File: src/rtl/multi_pulse_gen.sv
// multi_pulse_gen: per-channel programmable pulse bursts (delay, width, gap, repeat) latched at start.
// Define PULSE_GEN_CONTINUOUS_EN to make cfg_repeat all-ones mean "repeat until abort".
module multi_pulse_gen #(
  parameter int CHANNELS    = 4,
  parameter int CNT_W       = 16,
  parameter int REP_W       = 8,
  parameter int RESET_DELAY = 10
) (
  input  logic                clk,
  input  logic                reset,
  input  logic [CHANNELS-1:0] start,
  input  logic [CHANNELS-1:0] abort,
  input  logic [CNT_W-1:0]    cfg_delay,
  input  logic [CNT_W-1:0]    cfg_width,
  input  logic [CNT_W-1:0]    cfg_gap,
  input  logic [REP_W-1:0]    cfg_repeat,
  output logic                ready,
  output logic [CHANNELS-1:0] busy,
  output logic [CHANNELS-1:0] pulse_out,
  output logic [CHANNELS-1:0] done
);
  typedef enum logic [1:0] {IDLE, DELAY, ACTIVE, GAP} state_t;
  localparam int RC_W = $clog2(RESET_DELAY + 1);
  logic [RC_W-1:0] rcnt;
  logic [CNT_W-1:0] d_eff, w_eff, g_eff;
  always_ff @(posedge clk or negedge reset)
    if (!reset) begin
      rcnt  <= '0;
      ready <= 1'b0;
    end else if (!ready) begin
      rcnt  <= rcnt + RC_W'(1);
      ready <= rcnt == RC_W'(RESET_DELAY - 1);
    end
  always_comb begin
    d_eff = cfg_delay == '0 ? CNT_W'(1) : cfg_delay;
    w_eff = cfg_width == '0 ? CNT_W'(1) : cfg_width;
    g_eff = cfg_gap   == '0 ? CNT_W'(1) : cfg_gap;
  end
  for (genvar i = 0; i < CHANNELS; i++) begin : g_ch
    state_t           state;
    logic [CNT_W-1:0] cnt, w, g;
    logic [REP_W-1:0] rem;
    logic             p, d, go, last;
    assign go = ready && start[i] && !abort[i];
`ifdef PULSE_GEN_CONTINUOUS_EN
    logic cont;
    always_ff @(posedge clk or negedge reset)
      if (!reset) cont <= 1'b0;
      else if (state == IDLE && go) cont <= &cfg_repeat;
    assign last = !cont && rem == '0;
`else
    assign last = rem == '0;
`endif
    // cnt always holds the cycles left in the current phase, so every phase ends at cnt == 1
    always_ff @(posedge clk or negedge reset)
      if (!reset) begin
        state <= IDLE;
        cnt   <= '0;
        w     <= '0;
        g     <= '0;
        rem   <= '0;
        p     <= 1'b0;
        d     <= 1'b0;
      end else begin
        d <= 1'b0;
        if (state != IDLE && abort[i]) begin
          state <= IDLE;
          p     <= 1'b0;
        end else
          case (state)
            IDLE:
              if (go) begin
                state <= DELAY;
                cnt   <= d_eff;
                w     <= w_eff;
                g     <= g_eff;
                rem   <= cfg_repeat;
              end
            DELAY:
              if (cnt == CNT_W'(1)) begin
                state <= ACTIVE;
                p     <= 1'b1;
                cnt   <= w;
              end else cnt <= cnt - CNT_W'(1);
            ACTIVE:
              if (cnt == CNT_W'(1)) begin
                p     <= 1'b0;
                state <= last ? IDLE : GAP;
                d     <= last;
                cnt   <= g;
                rem   <= rem == '0 ? rem : rem - REP_W'(1);
              end else cnt <= cnt - CNT_W'(1);
            GAP:
              if (cnt == CNT_W'(1)) begin
                state <= ACTIVE;
                p     <= 1'b1;
                cnt   <= w;
              end else cnt <= cnt - CNT_W'(1);
            default: state <= IDLE;
          endcase
      end
    assign busy[i]      = state != IDLE;
    assign pulse_out[i] = p;
    assign done[i]      = d;
  end
endmodule

File: config.mk
export PLATFORM = sky130hd
export DESIGN_NAME = multi_pulse_gen
export DESIGN_NICKNAME = d
export VERILOG_FILES = /design/src/rtl/multi_pulse_gen.sv
export SDC_FILE = /design/constraint.sdc
export NUM_CORES = 1
export LEC_CHECK = 0
export ABC_AREA = 1
export CELL_PAD_IN_SITES_DETAIL_PLACEMENT = 0
export CELL_PAD_IN_SITES_GLOBAL_PLACEMENT = 2
export CORE_MARGIN = 2
export CORE_UTILIZATION = 38
export CTS_CLUSTER_DIAMETER = 40
export DETAILED_ROUTE_END_ITERATION = 10
export GPL_ROUTABILITY_DRIVEN = 0
export PLACE_DENSITY = 0.86
export SLEW_MARGIN = 10
export SYNTH_ARGS = -nofsm -noshare
export SYNTH_HDL_FRONTEND = slang
export SYNTH_SLANG_ARGS = --single-unit
File: constraint.sdc
create_clock -name clk -period 3.3 [get_ports clk]
set_clock_uncertainty 0.15 [all_clocks]
set_input_delay 0.66 -clock clk [delete_from_list [all_inputs] [get_ports clk]]
set_output_delay 0.66 -clock clk [all_outputs]
set_load 0.02 [all_outputs]
==> results of run 1 <==
## what timing repair did
| action | CTS | global route |
|---|---|---|
| setup buffers | 0 | 0 |
| hold endpoints to repair | 67 | 0 |
| hold buffers | 1 | 0 |
## cell type report
cell class	instances	area, um2	share of cell area
Clock buffer	59	1410	0.0815
Clock inverter	42	418	0.0241
Inverter	242	913	0.0528
Multi-Input combinational cell	1389	6690	0.387
Sequential cell	245	6130	0.354
Tap cell	468	586	0.0338
Timing Repair Buffer	117	1160	0.0668
## state kept, by name, summed over array words and instances (netlist names)
signal / flops
g_ch.state: 8
g_ch.p: 4
g_ch.rem: 32
g_ch.g: 64
g_ch.cnt: 64
rcnt: 4
g_ch.d: 4
ready: 1
g_ch.w: 64
## placed cells by master (no fill, tap or decap), drive strengths merged, types with 3 or more instances in the layout
master / n
a31oi: 13
a21oi: 61
dfrtp: 245
nand4: 27
nor4: 12
clkdlybuf4s50: 77
inv: 258
xnor2: 9
o22ai: 4
clkbuf: 59
o21ai: 262
buf: 39
nor3: 18
bufinv: 3
nand3: 110
clkinv: 14
or2: 8
nor2: 207
ha: 14
nand3b: 16
nand2: 557
o211ai: 8
xor2: 27
clkinvlp: 9
a22o: 25
## worst max-delay path, cell delays in order, from the launching register on
cell and delay (ns):
dfrtp_1 0.70, nor2_4 0.05, inv_2 0.18, clkdlybuf4s50_1 0.65
## worst paths after layout
check | endpoint | from | cells after the start
max in group asynchronous | g_ch[3].g[14] | reset | 3
worst min register to register | g_ch[0].w[12] | g_ch[0].w[12] | 2
worst min-delay path | g_ch[0].w[12] | g_ch[0].w[12] | 2
min in group asynchronous | g_ch[0].d | reset | 2
worst max register to register | g_ch[3].rem[4] | g_ch[3].state[0] | 8
worst max-delay path | busy[1] | g_ch[1].state[0] | 3
## kinds of logic after synthesis
group,count (synthesis)
adder cells (fa/ha/maj),14
XOR/XNOR,36
buffers and inverters,316
AO/OA/AOI/OAI,381
AND/OR/NAND/NOR,956
multiplexers,2
flip-flops,245
## layer usage
layer | up-vias | track usage | routed length (um)
li1 | 6523 | - | -
met4 | 0 | 0.0927 | 1690
met1 | 6220 | 0.361 | 22600
met5 | - | 0 | 0
met2 | 364 | 0.407 | 22100
met3 | 99 | 0.0582 | 3370
## stage by stage
step,hold slack (ns),util
after floorplan,0.214,-
after global placement,0.308,0.422
after detailed placement,0.317,0.422
after CTS,0.329,0.473
after global routing,0.341,0.473
final,0.323,0.473
## power by group
| group | switching (mW) | internal (mW) |
|---|---|---|
| sequential | 0.997 | 4.22 |
| clock | 2.02 | 3.41 |
| combinational | 3.15 | 1.78 |
==> flow_metrics.env, run 1 <==
export IMPL_die_h_um=197
export IMPL_postLayoutSetupSlackWorst_ns=0.313
export IMPL_io_pins=79
export IMPL_grt_pass1_vias=12973
export IMPL_max_slew_margin=0.489
export IMPL_dpl_cell_area_um2=15500
export IMPL_drt_iter0_drc=885
export IMPL_ir_drop_uv=387
export IMPL_coreArea_um2=36600
export IMPL_r2r_setup_slack_ns=0.73
export IMPL_synthFlopType="dfrtp_1"
export IMPL_postSynthAreaPerCell_um2=7.24
export IMPL_setup_tns_final_ns=0
export IMPL_async_reset_ff_frac=1.00
export IMPL_setup_worst_path_start_class="flop"
export IMPL_ys_seq_area_frac=0.434
export IMPL_start_util=0.386
export IMPL_syn_to_final_growth_pct=22.5
export IMPL_worstPathArrival_ns=2.18
export IMPL_track_usage=0.262
export IMPL_drv_slew=0
export IMPL_die_x_um=197
export IMPL_status="finished clean"
export IMPL_clock_latency_ns=0.59
export IMPL_fmax_mhz=335
export IMPL_final_layout_size_suffix_gt1_frac=0.0960
export IMPL_synth_top_cells_by_area="dfrtp_1, nand2_1, o21ai_0, inv_1, nor2_1"
export IMPL_finalHoldViolCount=0
export IMPL_synth_compound_area_frac=0.148
export IMPL_diodes=0
export IMPL_fillers=3691
export IMPL_min_path_type="flop to flop"
export IMPL_wire_per_inst_um=19.4
export IMPL_synthTopCellsByCount="nand2_1, o21ai_0, dfrtp_1"
export IMPL_synth_xor_area_share=0.0223
export IMPL_antenna_found_initial=0
export IMPL_die_area_um2=38700
export IMPL_cts_tree="done"
export IMPL_finalSetupViolCount=0
export IMPL_firstDrtPassIters=6
export IMPL_synth_enable_flop_cells=0
export IMPL_route_detailed_drc=0
export IMPL_syn_num_nets=2030
export IMPL_fin_area_um2=17300
export IMPL_cts_resized=0
export IMPL_crit_type="flop to output port"
export IMPL_period_minus_slack_ns=2.99
export IMPL_grt_pass1_wl_um=76800
export IMPL_dr_total_vias=13206
export IMPL_yosysTopAreaCell="dfrtp_1"
export IMPL_hpwl_um=35700
export IMPL_gr_total_overflow=0
export IMPL_clk_pin_slew_worst_paths_ns=0.05
export IMPL_p_leak_nw=8.32
export IMPL_muxShareOfSynthArea=0.00142
export IMPL_row_count=70
export IMPL_powerDensity_nw_per_um2=900
export IMPL_drt_total_wl_um=49700
export IMPL_synthAdderAreaFrac=0.0124
export IMPL_yosysWarnings=0
export IMPL_place_inst=2460
export IMPL_cts_root_buffer="clkbuf_16"
export IMPL_yosys_area_top_type_share=0.434
export IMPL_worst_slew_pin_slew_ns=0.766
export IMPL_grt_max_degree=85
export IMPL_finalCritPeriodShare=0.905
export IMPL_ant_nets=0
export IMPL_power_mw=15.6
export IMPL_io_buffer_count=78
export IMPL_yosysUniqueCellTypes=47
export IMPL_rsz0062_at_grt="no"
export IMPL_vias_per_cell=5.15
export IMPL_clock_sinks=245
export IMPL_maxCapViolCount=0
export IMPL_instances_no_fill=2562
export IMPL_pre_cts_slack_ns=0.432
export IMPL_ys_seq_elements=245
export IMPL_h_tree_depth=2
export IMPL_required_ns=2.49
export IMPL_cp_max_fo=14
export IMPL_syn_inst=1950
export IMPL_clock_path_buffers=3
export IMPL_synthSimpleGateAreaFrac=0.289
export IMPL_yosysMostFrequentCell="nand2_1"
export IMPL_syn_area_um2=14100
export IMPL_setup_worst_path_end_class="output port"
export IMPL_synth_top_family_by_area="simple AND/OR/NAND/NOR gates"
export IMPL_finalNetCount=2129
export IMPL_cts_buffers=54
(Power assumes the default switching activity.)
==> run 2, diff against run 1 <==
- CORE_UTILIZATION: 38 -> 35
- PLACE_DENSITY: 0.86 -> 0.8
- clock period: 3.3 -> 2.9 ns (I/O delays scaled with it)
==> flow_metrics.env, run 2 (synthesis results as in run 1) <==
export IMPL_worstPathArrival_ns=2.02
export IMPL_cts_root_buffer="clkbuf_16"
export IMPL_worst_slew_pin_slew_ns=0.733
export IMPL_antenna_found_initial=2
export IMPL_clock_path_buffers=3
export IMPL_row_count=73
export IMPL_coreArea_um2=39800
export IMPL_path_delay_family="buffers and inverters"
export IMPL_track_usage=0.248
export IMPL_crit_chain="clkdlybuf4s50_1"
export IMPL_firstDrtPassIters=5
export IMPL_finalNetCount=2149
export IMPL_required_ns=2.17
export IMPL_post_cts_repair_setup_buffers=0
export IMPL_die_h_um=205
export IMPL_powerDensity_nw_per_um2=1010
export IMPL_cpMaxStageDelayCell="clkdlybuf4s50_1"
export IMPL_hold_end="g_ch[0].p"
export IMPL_start_util=0.355
export IMPL_grt_pass1_vias=13103
export IMPL_h_tree_depth=2
export IMPL_r2r_setup_slack_ns=0.58
export IMPL_place_inst=2538
export IMPL_finalHoldViolCount=0
export IMPL_cts_tree="done"
export IMPL_finalSetupViolCount=0
export IMPL_clock_sinks=245
export IMPL_min_path_type="flop to flop"
export IMPL_maxCapViolCount=0
export IMPL_worstPathBufferInverterCount=1
export IMPL_setup_worst_path_start_class="flop"
export IMPL_die_x_um=205
export IMPL_vias_per_cell=5.01
export IMPL_gr_total_overflow=0
export IMPL_die_area_um2=42000
export IMPL_reg2reg_from="g_ch[0].cnt[6]"
export IMPL_ant_nets=0
export IMPL_cts_buffers=53
export IMPL_io_buffer_count=78
export IMPL_rr_worst_depth=9
export IMPL_wire_per_inst_um=19.2
export IMPL_final_layout_size_suffix_gt1_frac=0.104
export IMPL_rsz0062_at_grt="no"
export IMPL_cp_max_fo=6
export IMPL_reg_largest_list="g_ch.cnt x64, g_ch.g x64, g_ch.w x64"
export IMPL_period_minus_slack_ns=2.75
export IMPL_setup_worst_path_end_class="output port"
export IMPL_route_detailed_drc=0
export IMPL_hp_start="g_ch[0].p"
export IMPL_finalCritPeriodShare=0.947
export IMPL_grt_max_degree=77
export IMPL_cpPeakStageDelay_ns=0.72
export IMPL_drt_total_wl_um=50600
export IMPL_crit_type="flop to output port"
export IMPL_p_leak_nw=8.42
export IMPL_max_slew_margin=0.508
export IMPL_r2r_end="g_ch[0].d"
export IMPL_instances_no_fill=2641
export IMPL_most_common_layout_cells="nand2_1, o21ai_0, dfrtp_1, inv_1, nor2_1"
export IMPL_clk_pin_slew_worst_paths_ns=0.05
export IMPL_fmax_mhz=364
export IMPL_dr_total_vias=13233
export IMPL_drv_slew=0
export IMPL_layout_commonest_cell="nand2_1"
export IMPL_hold_depth=2
export IMPL_grt_pass1_wl_um=78000
export IMPL_io_pins=79
export IMPL_clock_latency_ns=0.59
export IMPL_setup_tns_final_ns=0
export IMPL_drt_iter0_drc=932
export IMPL_status="finished clean"
export IMPL_ir_drop_uv=521
export IMPL_hpwl_um=36800
export IMPL_syn_to_final_growth_pct=24.1
## run 2: cell types whose count changed in the layout (fill, tap and decap cells not counted), sizes merged
cell / before / now
inv: 258 / 250
bufinv: 3 / 6
diode: 0 / 3
buf: 39 / 60
clkinvlp: 9 / 7
clkinv: 14 / 19
## run 2: through the flow
step | area, um2 | utilization | total power [mW] | hold slack (ns) | worst slack [ns]
2_1_floorplan | 14100 | - | 9.71 | 0.134 | 1.07
3_3_place_gp | 15700 | 0.394 | 11.5 | 0.310 | 0.287
3_5_place_dp | 15700 | 0.394 | 11.6 | 0.318 | 0.236
4_1_cts | 17500 | 0.440 | 17.9 | 0.330 | 0.0494
5_1_grt | 17500 | 0.440 | 19.1 | 0.352 | 0.0452
6_report | 17500 | 0.440 | 17.7 | 0.326 | 0.154
## run 2: final cells by class
class                           count  area (um2)
Multi-Input combinational cell   1389        6690
Tap cell                          525         657
Antenna cell                        3        7.51
Clock inverter                     40         454
Sequential cell                   245        6130
Timing Repair Buffer              138        1300
Inverter                          242         913
Fill cell                        4179       22300
Clock buffer                       59        1370
## run 2: routing by layer
layer / share of wire / track usage / up-vias
li1: - / - / 6548
met1: 0.47 / 0.344 / 6312
met2: 0.45 / 0.387 / 297
met3: 0.055 / 0.0477 / 76
met4: 0.029 / 0.0881 / 0
met5: 0 / 0 / -
## run 2: repair_timing
action	CTS	global route
endpoints found under the setup margin	1	0
hold buffers	1	0
resized for setup	1	0
endpoints found under the hold margin	46	0
## run 2: worst max-delay path by stage
stage,start,to,slack [ns],depth (start not counted)
after floorplan,g_ch[3].rem[0],g_ch[3].state[0],1.07,11
after global placement,abort[3],g_ch[3].rem[3],0.29,9
after detailed placement,abort[3],g_ch[3].rem[5],0.24,9
after CTS,ready,ready,0.05,1
after global routing,ready,ready,0.05,1
final,ready,ready,0.15,1
## run 2: worst register-to-register path: stages, from the launching register on
cell and delay [ns]:
dfrtp_1 0.42, nor2_2 0.18, nand2_1 0.15, nor2_1 0.13, buf_4 0.20, nand2_1 0.09, inv_1 0.32, o21ai_0 0.16
buf_4 0.18, nor4_1 0.23
## run 2: power by group
part / internal [mW] / leakage (nW) / switching [mW] / total [mW]
Clock: 3.99 / 0.881 / 2.21 / 6.19
Sequential: 4.80 / 2.97 / 1.09 / 5.89
Combinational: 2.08 / 4.57 / 3.58 / 5.66
==> edit 1 (settings of run 1) <==
The parameter `CHANNELS` goes from 4 to 5.
--- a/src/rtl/multi_pulse_gen.sv
+++ b/src/rtl/multi_pulse_gen.sv
@@ -3,3 +3,3 @@
 module multi_pulse_gen #(
-  parameter int CHANNELS    = 4,
+  parameter int CHANNELS    = 5,
   parameter int CNT_W       = 16,
Interface: changed (5 resized); port bits go from 79 to 84. The function was not compared with the original's and may differ.
==> edit 1 against run 1 <==
Power rose by 36%; maximum frequency down 3.6%; via count rose by 33%; wire length is 31% higher; setup slack lost 0.11 ns; synthesized area increased by 30%; final area is 28% higher; sequential cell count grew 60; critical endpoint unchanged; largest power group is now combinational logic; highest routed layer unchanged.
==> edit 1: results (changes against run 1) <==
metric;value;unit;change
FFs w/ async S/R, synth;1.00;;unchanged
Commonest cells post-synth;nand2_1, inv_1, dfrtp_1;;was nand2_1, o21ai_0, dfrtp_1
CTS root buf;clkbuf_16;;unchanged
crit path max fanout;13;;was 14
DP Wirelength;46.7;mm;was 35.7 mm
clk_lat worst skew;0.61;ns;was 0.59 ns
initial antenna violation count;2;;was 0
Clock Pin Slew Worst Setup and Hold Paths;0.05;ns;about the same
share of cells above drive strength 1;0.0943;;was 0.0960
DR vias;17600;;was 13200
global-route wire length before repair;101;mm;was 76.8 mm
largest net degree at the start of global routing;72;;was 85
wire length per cell;19.1;um;was 19.4 um
sequential share of the synthesized area;0.414;;was 0.434
first drt pass iteration count;6;;unchanged
Post-synth top flop;dfrtp_1;;unchanged
Tot GR Track Use;0.263;;was 0.262
Yosys cell types;43;;was 47
largest registers;g_ch.cnt (80), g_ch.g (80), g_ch.w (80);;was g_ch.cnt (64), g_ch.g (64), g_ch.w (64)
Slew HR;0.510;;was 0.489
filler cell count;4942;;was 3691
status;finished, final reports clean;;unchanged
# nets final;2818;;was 2129
Leakage;10.6;nW;was 8.32 nW
port buffer count;83;;was 78
TritonCTS Buffers;59;;was 54
vias in the first global route;17200;;was 13000
Synth Warn #;0;;unchanged
data arrival time of the worst path;2.29;ns;was 2.18 ns
Antenna diodes;0;;unchanged
top post-synthesis cells by area;dfrtp_1, nand2_1, o21ai_0;;unchanged
Iter 0 DRT Violations;1413;;was 885
H-Tree Depth;2;;unchanged
syn nets;2707;;was 2030
Worst VDD drop;0.421;mV;was 0.387 mV
setup TNS;0;ns;unchanged
worst hold path class;flip-flop to flip-flop;;unchanged
Max Root-Sink Buffers;3;;unchanged
[edit 1: metrics by stage]
stage | power, W | instances | util | instance area (um^2) | setup WS, ns
6_report | 0.0211 | 3394 | 0.462 | 22100 | 0.201
5_1_grt | 0.0228 | 3394 | 0.462 | 22100 | 0.122
4_1_cts | 0.0212 | 3394 | 0.462 | 22100 | 0.193
3_5_place_dp | 0.0150 | 3286 | 0.420 | 20100 | 0.352
3_3_place_gp | 0.0148 | 3286 | 0.420 | 20100 | 0.353
2_1_floorplan | 0.0125 | 2622 | - | 18400 | 1.41
[edit 1: cell type report]
type | instances | area share
clock buffer | 72 | 0.0745
clock inverter | 35 | 0.0175
inverter | 333 | 0.0565
multi-input combinational | 1879 | 0.407
sequential | 305 | 0.345
tap | 615 | 0.0348
timing repair buffer | 155 | 0.0646
[edit 1: final timing paths]
path                       cells after the start  slack (ns)                          to                         start
setup / recovery                               3        0.20                     busy[1]  g_ch[1].state[1]$_DFFE_PN0P_
hold reg to reg                                2        0.32    g_ch[0].w[2]$_DFFE_PN0P_      g_ch[0].w[2]$_DFFE_PN0P_
min in group asynchronous                      2        0.41             ready$_DFF_PN0_                         reset
max in group asynchronous                      3        1.73   g_ch[2].g[11]$_DFFE_PN0P_                         reset
hold / removal                                 2        0.32    g_ch[0].w[2]$_DFFE_PN0P_      g_ch[0].w[2]$_DFFE_PN0P_
setup reg to reg                              12        0.68  g_ch[4].rem[3]$_DFFE_PN0P_    g_ch[4].cnt[1]$_DFFE_PN0P_
[edit 1: power by group]
part           internal (W)  leakage [nW]  switching, W  total, W
clock               0.00395         0.968       0.00220   0.00615
sequential          0.00549          3.70       0.00128   0.00677
combinational       0.00287          5.94       0.00533   0.00820
[edit 1: cell families after synthesis]
| family | Yosys count | share of synthesized area |
|---|---|---|
| XOR/XNOR | 37 | 0.0176 |
| adder cells (fa/ha/maj) | 17 | 0.0115 |
| buffers and inverters | 438 | 0.0977 |
| AO/OA/AOI/OAI | 415 | 0.121 |
| flip-flops | 305 | 0.414 |
| AND/OR/NAND/NOR | 1410 | 0.339 |
[edit 1: critical path: stages, from the launching register on]
cell	delay, ns
dfrtp_1	0.44
nor2_4	0.31
inv_1	0.30
clkdlybuf4s50_1	0.62
[edit 1: what timing repair did]
| action | CTS | global route |
|---|---|---|
| resized for setup | 0 | 0 |
| hold endpoints to repair | 36 | 0 |
| buffers inserted | 0 | 0 |
| hold buffers | 1 | 0 |
[edit 1: layer usage]
layer,vias to the layer above,wire length [um],GRT usage
met4,0,1900,0.0833
li1,8610,-,-
met1,8379,29900,0.361
met2,466,29700,0.427
met5,-,0,0
met3,116,3530,0.0415
==> edit 2 (flow settings as in run 1) <==
Made on the original files. Re-encode `state_t` (4 states) as Gray code, 2 bits wide.
--- a/src/rtl/multi_pulse_gen.sv
+++ b/src/rtl/multi_pulse_gen.sv
@@ -21,3 +21,3 @@
 );
-  typedef enum logic [1:0] {IDLE, DELAY, ACTIVE, GAP} state_t;
+  typedef enum logic [1:0] {IDLE = 2'b00, DELAY = 2'b01, ACTIVE = 2'b11, GAP = 2'b10} state_t;
   localparam int RC_W = $clog2(RESET_DELAY + 1);
Function: no difference found for any inputs over 4 cycles, from zero or initial values and one cycle with reset low; so few cycles prove little.
==> edit 2 against run 1 <==
Setup slack lost 0.19 ns; synthesized area is 3.8% higher; count of clock-buffer cells in the layout up 2; register-to-register slack worse by 0.15 ns; non-clock buffer count rose by 19; wire length grew 4.1%; final cell count is 6.9% higher; sequential share of layout area is 1.7 points lower; final area grew 5.0%; sequential cell count unchanged; die area increased by 3.7%; power rose by 13%; maximum frequency shrank 5.9%; critical path type unchanged.
==> edit 2: results (changes against run 1) <==
metric;value;unit;change
non-clock buffer area fraction after layout;0.0687;;was 0.0668
#MultiIn Comb;1507;;was 1389
Iter 0 DRT Violations;1003;;was 885
FP Rows;71;;was 70
M1 GR Usage;0.349;;was 0.361
multi-input combinational area share;0.399;;was 0.387
GR Layer Usage met2;0.411;;was 0.407
flop-to-flop setup slack;0.58;ns;was 0.73 ns
Worst VDD drop;0.623;mV;was 0.387 mV
top post-synthesis cells by area;dfrtp_1, nand2_1, o21ai_0;;unchanged
Hold WS;0.315;ns;was 0.323 ns
met2 routed WL;23.3;mm;was 22.1 mm
Leakage;8.88;nW;was 8.32 nW
status;finished, final reports clean;;unchanged
reg2reg start;g_ch[0].rem[0]$_DFFE_PN0P_;;was g_ch[3].state[0]$_DFFE_PN0P_
r2r endpoint;g_ch[0].rem[5]$_DFFE_PN0P_;;was g_ch[3].rem[4]$_DFFE_PN0P_
DP Wirelength;37.3;mm;was 35.7 mm
Worst setup startpoint;g_ch[0].state[0]$_DFFE_PN0P_;;was g_ch[1].state[0]$_DFFE_PN0P_
Worst Setup EP;busy[0];;was busy[1]
Cell Count, Final, Fillers Out;2740;;was 2562
hold path startpoint;g_ch[2].g[13]$_DFFE_PN0P_;;was g_ch[0].w[12]$_DFFE_PN0P_
crit path max fanout;19;;was 14
# nets final;2275;;was 2129
Crit-path slowest cell;clkdlybuf4s50_1;;was dfrtp_1
mux share of post-synthesis cell area;0.000683;;was 0.00142
## edit 2: repair_timing
action,CTS,global route
endpoints found under the hold margin,45,0
resized for setup,0,0
hold buffers,1,0
setup buffers,0,0
## edit 2: worst register-to-register path, cell delays in order, from the launching register on
cell and delay (ns):
dfrtp_1 0.39, inv_1 0.08, ha_1 0.16, nand2_1 0.09
nor3_1 0.33, nand2_1 0.25, nor2_1 0.23, nand2_1 0.07
nand3_1 0.46, inv_1 0.20, nand2_1 0.09, o21ai_0 0.08
## edit 2: power by group through the flow
stage	clock (W)	combinational (W)	sequential (W)
2_1_floorplan	0	0.00462	0.00513
3_3_place_gp	0	0.00619	0.00540
3_5_place_dp	0	0.00625	0.00542
4_1_cts	0.00607	0.00629	0.00540
5_1_grt	0.00622	0.00719	0.00559
6_report	0.00598	0.00626	0.00540
